### config.mk
export PLATFORM = sky130hd
export DESIGN_NAME = pwm_fade_ctrl
export DESIGN_NICKNAME = d
export VERILOG_FILES = /design/src/rtl/pwm_pkg.sv /design/src/rtl/pwm_core.sv /design/src/rtl/pwm_fade_ctrl.sv
export SDC_FILE = /design/constraint.sdc
export NUM_CORES = 1
export LEC_CHECK = 0
export BUFFER_PORTS_ARGS = -buffer_cell sky130_fd_sc_hd__buf_4
export CORE_ASPECT_RATIO = 1.25
export CORE_MARGIN = 2
export CORE_UTILIZATION = 45
export DETAILED_ROUTE_END_ITERATION = 6
export SLEW_MARGIN = 20
export SYNTH_ARGS = -nofsm -noshare
export SYNTH_HDL_FRONTEND = slang
export SYNTH_SLANG_ARGS = --single-unit
export TNS_END_PERCENT = 1
### constraint.sdc
create_clock -name clk -period 2.9 [get_ports clk]
set_input_delay 0.58 -clock clk [delete_from_list [all_inputs] [get_ports clk]]
set_output_delay 0.58 -clock clk [all_outputs]
set_load 0.1 [all_outputs]
### src/rtl/pwm_pkg.sv
// Shared types and default sizes for the LED PWM fade controller.
package pwm_pkg;

    typedef enum logic [1:0] {
        HOLD    = 2'd0,
        RAMP    = 2'd1,
        BREATHE = 2'd2,
        OFF     = 2'd3
    } pwm_mode_t;

    typedef enum logic [1:0] {
        IDLE   = 2'd0,
        RAMP_S = 2'd1,
        BR_UP  = 2'd2,
        BR_DN  = 2'd3
    } fade_state_t;

    localparam int CBITS_DEF    = 15;
    localparam int DBITS_DEF    = 4;
    localparam int STEP_DIV_DEF = 256;

endpackage

### src/rtl/pwm_core.sv
// Free-running PWM counter with registered compare output and end-of-period strobe.
module pwm_core
    import pwm_pkg::*;
#(
    parameter int CBITS = CBITS_DEF,
    parameter int DBITS = DBITS_DEF
) (
    input  logic             clk,
    input  logic             rst_n,
    input  logic [DBITS-1:0] duty,
    output logic             pulse,
    output logic             period_tick
);

    localparam logic [CBITS-1:0] CNT_PRE = {{(CBITS-1){1'b1}}, 1'b0};

    logic [CBITS-1:0] cnt;
    logic [CBITS-1:0] thr;

    assign thr = {duty, {(CBITS-DBITS){1'b0}}};

    // period_tick is registered one count early so it is high while cnt is all-ones.
    always_ff @(posedge clk or negedge rst_n) begin
        if (!rst_n) begin
            cnt         <= '0;
            pulse       <= 1'b0;
            period_tick <= 1'b0;
        end else begin
            cnt         <= cnt + CBITS'(1);
            pulse       <= (cnt < thr);
            period_tick <= (cnt == CNT_PRE);
        end
    end

endmodule

### src/rtl/pwm_fade_ctrl.sv
// Duty sequencer (hold / ramp / breathe / off) driving one PWM channel.
module pwm_fade_ctrl
    import pwm_pkg::*;
#(
    parameter int CBITS    = CBITS_DEF,
    parameter int DBITS    = DBITS_DEF,
    parameter int STEP_DIV = STEP_DIV_DEF
) (
    input  logic             clk,
    input  logic             rst_n,
    input  logic             cfg_valid,
    output logic             cfg_ready,
    input  logic [1:0]       cfg_mode,
    input  logic [DBITS-1:0] cfg_target,
    output logic             pulse_out,
    output logic [DBITS-1:0] duty_cur,
    output logic             busy,
    output logic             period_tick
);

    localparam int             SW        = $clog2(STEP_DIV) + 1;
    localparam logic [SW-1:0]  STEP_LAST = SW'(STEP_DIV - 1);

    fade_state_t      state, state_nx;
    pwm_mode_t        mode_q, mode_nx, cmd;
    logic [DBITS-1:0] target_q, target_nx, duty_nx;
    logic [SW-1:0]    step_cnt, step_nx;
    logic             pend, pend_nx;
    logic             accept;

    // A command transfers on any cycle where cfg_valid and cfg_ready are both high;
    // cfg_valid may be held across cycles and cfg_ready is low only while ramping.
    assign accept = cfg_valid & cfg_ready;
    assign cmd    = pwm_mode_t'(cfg_mode);

    always_comb begin
        state_nx  = state;
        duty_nx   = duty_cur;
        pend_nx   = pend;
        step_nx   = step_cnt;
        target_nx = target_q;
        mode_nx   = mode_q;
        if (accept) begin
            // An accept always wins over a coincident step; any duty change waits a tick.
            mode_nx   = cmd;
            target_nx = cfg_target;
            step_nx   = '0;
            pend_nx   = 1'b0;
            case (cmd)
                HOLD, OFF: begin
                    state_nx = IDLE;
                    pend_nx  = 1'b1;
                end
                RAMP: state_nx = (cfg_target == duty_cur) ? IDLE : RAMP_S;
                default: begin
                    if (cfg_target == '0) begin
                        state_nx = IDLE;
                        pend_nx  = 1'b1;
                    end else begin
                        state_nx = BR_UP;
                    end
                end
            endcase
        end else if (period_tick) begin
            if (state == IDLE) begin
                if (pend) begin
                    duty_nx = (mode_q == OFF) ? '0 : target_q;
                    pend_nx = 1'b0;
                end
            end else if (step_cnt != STEP_LAST) begin
                step_nx = step_cnt + SW'(1);
            end else begin
                step_nx = '0;
                case (state)
                    RAMP_S: begin
                        if (duty_cur < target_q)
                            duty_nx = duty_cur + DBITS'(1);
                        else if (duty_cur > target_q)
                            duty_nx = duty_cur - DBITS'(1);
                        if (duty_nx == target_q)
                            state_nx = IDLE;
                    end
                    BR_UP: begin
                        // Clamp when a retargeted breathe starts above its new peak.
                        if (duty_cur >= target_q) begin
                            duty_nx  = target_q;
                            state_nx = BR_DN;
                        end else begin
                            duty_nx = duty_cur + DBITS'(1);
                            if (duty_nx == target_q)
                                state_nx = BR_DN;
                        end
                    end
                    BR_DN: begin
                        if (duty_cur != '0)
                            duty_nx = duty_cur - DBITS'(1);
                        if (duty_nx == '0)
                            state_nx = BR_UP;
                    end
                    default: ;
                endcase
            end
        end
    end

    always_ff @(posedge clk or negedge rst_n) begin
        if (!rst_n) begin
            state     <= IDLE;
            mode_q    <= HOLD;
            target_q  <= '0;
            duty_cur  <= '0;
            step_cnt  <= '0;
            pend      <= 1'b0;
            busy      <= 1'b0;
            cfg_ready <= 1'b1;
        end else begin
            state     <= state_nx;
            mode_q    <= mode_nx;
            target_q  <= target_nx;
            duty_cur  <= duty_nx;
            step_cnt  <= step_nx;
            pend      <= pend_nx;
            busy      <= (state_nx != IDLE);
            cfg_ready <= (state_nx != RAMP_S);
        end
    end

    pwm_core #(
        .CBITS (CBITS),
        .DBITS (DBITS)
    ) u_core (
        .clk         (clk),
        .rst_n       (rst_n),
        .duty        (duty_cur),
        .pulse       (pulse_out),
        .period_tick (period_tick)
    );

endmodule

==> flow_metrics.tcl <==
set metrics [dict create \
    max_cap_viol_count 0 \
    syn_inst 299 \
    fin_crit_ps 2670 \
    hold_viol 0 \
    post_cts_buffers 0 \
    area_delta_synth_final_pct 11.5 \
    viasPerCell 5.60 \
    reg2reg_from "duty_cur[1]$_DFFE_PN0P_" \
    power_mw 1.99 \
    antenna_found_initial 0 \
    ir_drop_mv 0.428 \
    critPathMaxFanout 9 \
    wl_um 6170 \
    cp.arrival_ps 2840 \
    rr_worst_depth 7 \
    fin_crit_sh_pct 92.2 \
    grt_pass1_wl_um 10800 \
    critPathTopFamily "simple AND/OR/NAND/NOR gates" \
    drv_slew 0 \
    grtUsageTotal_pct 20.6 \
    hold_buffers 0 \
    worst_slew_pin_slew_ps 752 \
    drtAntennaViolNets 0 \
    slew_headroom_pct 49.2 \
    root_buffer "clkbuf_8" \
    num_rows 31 \
    htreeDepth 2 \
    cts.sinks 41 \
    synth.avg_cell_area_sq_um 9.19 \
    drive_gt1_share_pct 14.1 \
    syn_nets 326 \
    crit_required_ps 3060 \
    top_usage_layer "met2" \
    fin_nets 345 \
    p_leak_nw 1.43 \
    grt_max_degree 42 \
    grt_pass1_vias 2255 \
    remaining_drc_errors 0 \
    clkTransAtPathRegs_ps 90 \
    rsz0062_at_grt "no" \
    ios 17 \
    yosys.area.top_type "dfrtp_1" \
    globalRouteMet3Util_pct 3.33 \
    hold_path.class "input pin to async pin" \
    end_kind "flip-flop" \
    cts_resized 0 \
    ys_async_sr_fraction_pct 100 \
    place_congestion 0.865 \
    die_w_um 73.9 \
    worstPathCellList "inv_1 > ha_1 > or3b_1 > o211ai_1 > or3b_2 > a31oi_1 > nand3_1" \
    cpMaxStageDelayCell "dfrtp_2" \
    critPathKind "flip-flop to flip-flop" \
    wire_per_inst_um 15.4 \
    synth_cell_type_count 56 \
    synth.top_cells.by_area "dfrtp_1 (36%), ha_1 (8.2%), xnor2_1 (6.1%)" \
    dp_slack_ps 256 \
    worst_slack_ps 227 \
    coreArea_sq_um 5860 \
    synth_edf_count 0 \
    clkLatencyLatePin_ps 300 \
    r2r-end "busy$_DFF_PN0_" \
    cpPeakStageDelay_ps 490 \
    fin_skew_ps 15.0 \
    cts_made_buffers 5 \
    synth_area_sq_um 2750 \
    grt_util_met2_pct 32.6 \
    fmax_mhz 374 \
    utilization_pct 52.3 \
    setup_tns_ps 0 \
    initial_core_util_pct 46.9 \
    crit_path_start_kind "flip-flop" \
    powerDensity_nw_per_um2 648 \
    setup_viol 0 \
    drt_iter0_drc 111 \
    first_pass_iters 4 \
    via_count 2245 \
    grt-ovfl-total 0 \
    dp_hpwl_um 4640 \
    fillers 554 \
    clockBufferDepth 2 \
    synth-warning-count 0 \
    synth_top_area_share_pct 36.4 \
    regArea_sq_um 1030 \
    synth_ff_type "dfrtp_1" \
    holdWs_ps 256 \
    regToRegSetupSlack_ps 230 \
    cts_tree "done" \
    multi_input_area_sq_um 1570 \
    outcome "complete, no violations" \
    path_buf_inv 1 \
    die_h_um 91.4 \
    port_buffers 16 \
    die-area_sq_um 6750 \
    synth-seq-cells 41 \
    antenna_cells 0 \
    yosysSeqAreaShare_pct 37.4 \
    met1_usage_pct 27.3 \
]
==> synthesized netlist by cell type, types with 2 or more instances <==
| library cell | n |
|---|---|
| nand3_1 | 17 |
| clkbuf_1 | 3 |
| xor2_1 | 12 |
| buf_2 | 4 |
| nor3_1 | 2 |
| a31oi_1 | 5 |
| nor2_1 | 22 |
| nand4_1 | 5 |
| nand2b_1 | 2 |
| o211a_1 | 2 |
| mux2i_1 | 3 |
| o31ai_1 | 3 |
| o211ai_1 | 6 |
| o21ai_0 | 21 |
| and3_1 | 5 |
| o41ai_1 | 3 |
| a221oi_1 | 3 |
| xnor2_1 | 19 |
| a21o_1 | 2 |
| ha_1 | 18 |
| or3_1 | 3 |
| and4_1 | 2 |
| dfrtp_1 | 40 |
| a21oi_1 | 9 |
| inv_1 | 20 |
| a21boi_0 | 2 |
| nor2b_1 | 3 |
| buf_6 | 3 |
| nand2_1 | 33 |
==> power breakdown <==
part | internal (mW) | switching, mW
Sequential | 0.637 | 0.0651
Combinational | 0.303 | 0.514
Clock | 0.258 | 0.209
Total | 1.20 | 0.788
==> area by class of cell <==
type / count / share of cell area (%)
clock inverter: 3 / 1.51
sequential: 41 / 33.6
timing repair buffer: 23 / 5.63
multi-input combinational: 227 / 51.2
inverter: 20 / 2.45
clock buffer: 5 / 2.24
tap: 82 / 3.35
==> cells in the final DEF (no fill, tap or decap), types with 6 or more instances in the layout <==
cell	instances
a21oi_1	9
buf_4	23
dfrtp_1	38
ha_1	18
inv_1	20
nand2_1	33
nand3_1	17
nor2_1	22
o211ai_1	6
o21ai_0	21
xnor2_1	19
xor2_1	12
==> routing by layer <==
metal  wire length [um]  vias to the layer above  share of wire, %
met1               2770                     1081                45
met2               3030                       46                49
li1                   -                     1103                 -
met5                  0                        -                 0
met4                167                        0               2.7
met3                203                       15               3.3
==> worst max-delay path by stage <==
stage / from / endpoint / slack (ps) / cells past startpoint
after CTS: duty_cur[1]$_DFFE_PN0P_ / cfg_ready$_DFF_PN1_ / 220 / 8
after global placement: duty_cur[1]$_DFFE_PN0P_ / cfg_ready$_DFF_PN1_ / 280 / 8
final: duty_cur[1]$_DFFE_PN0P_ / busy$_DFF_PN0_ / 230 / 7
after detailed placement: duty_cur[1]$_DFFE_PN0P_ / busy$_DFF_PN0_ / 260 / 7
after floorplan: duty_cur[3]$_DFFE_PN0P_ / cfg_ready$_DFF_PN1_ / 40 / 8
after global routing: target_q[1]$_DFFE_PN0P_ / cfg_ready$_DFF_PN1_ / 2 / 9
==> sequential cells by signal, summed over array words and instances, names as in the netlist <==
register / cells
u_core.cnt: 15
step_cnt: 9
state: 2
cfg_ready: 1
target_q: 4
u_core.pulse: 1
pend: 1
mode_q: 2
busy: 1
duty_cur: 4
u_core.period_tick: 1
==> cell families after synthesis <==
kind of cell,after synthesis,synth area share [%]
flops,41,37.4
mux,4,1.50
simple gates,105,20.4
compound gates,69,17.2
xor+xnor,31,9.88
fa+ha+maj,18,8.19
buf+inv,31,5.51
==> through the flow <==
step | area [sq um] | std cells
after floorplan | 2750 | 299
after global placement | 2950 | 393
after detailed placement | 2950 | 393
after CTS | 3070 | 401
after global routing | 3070 | 401
final | 3070 | 401
(Power assumes the default switching activity.)
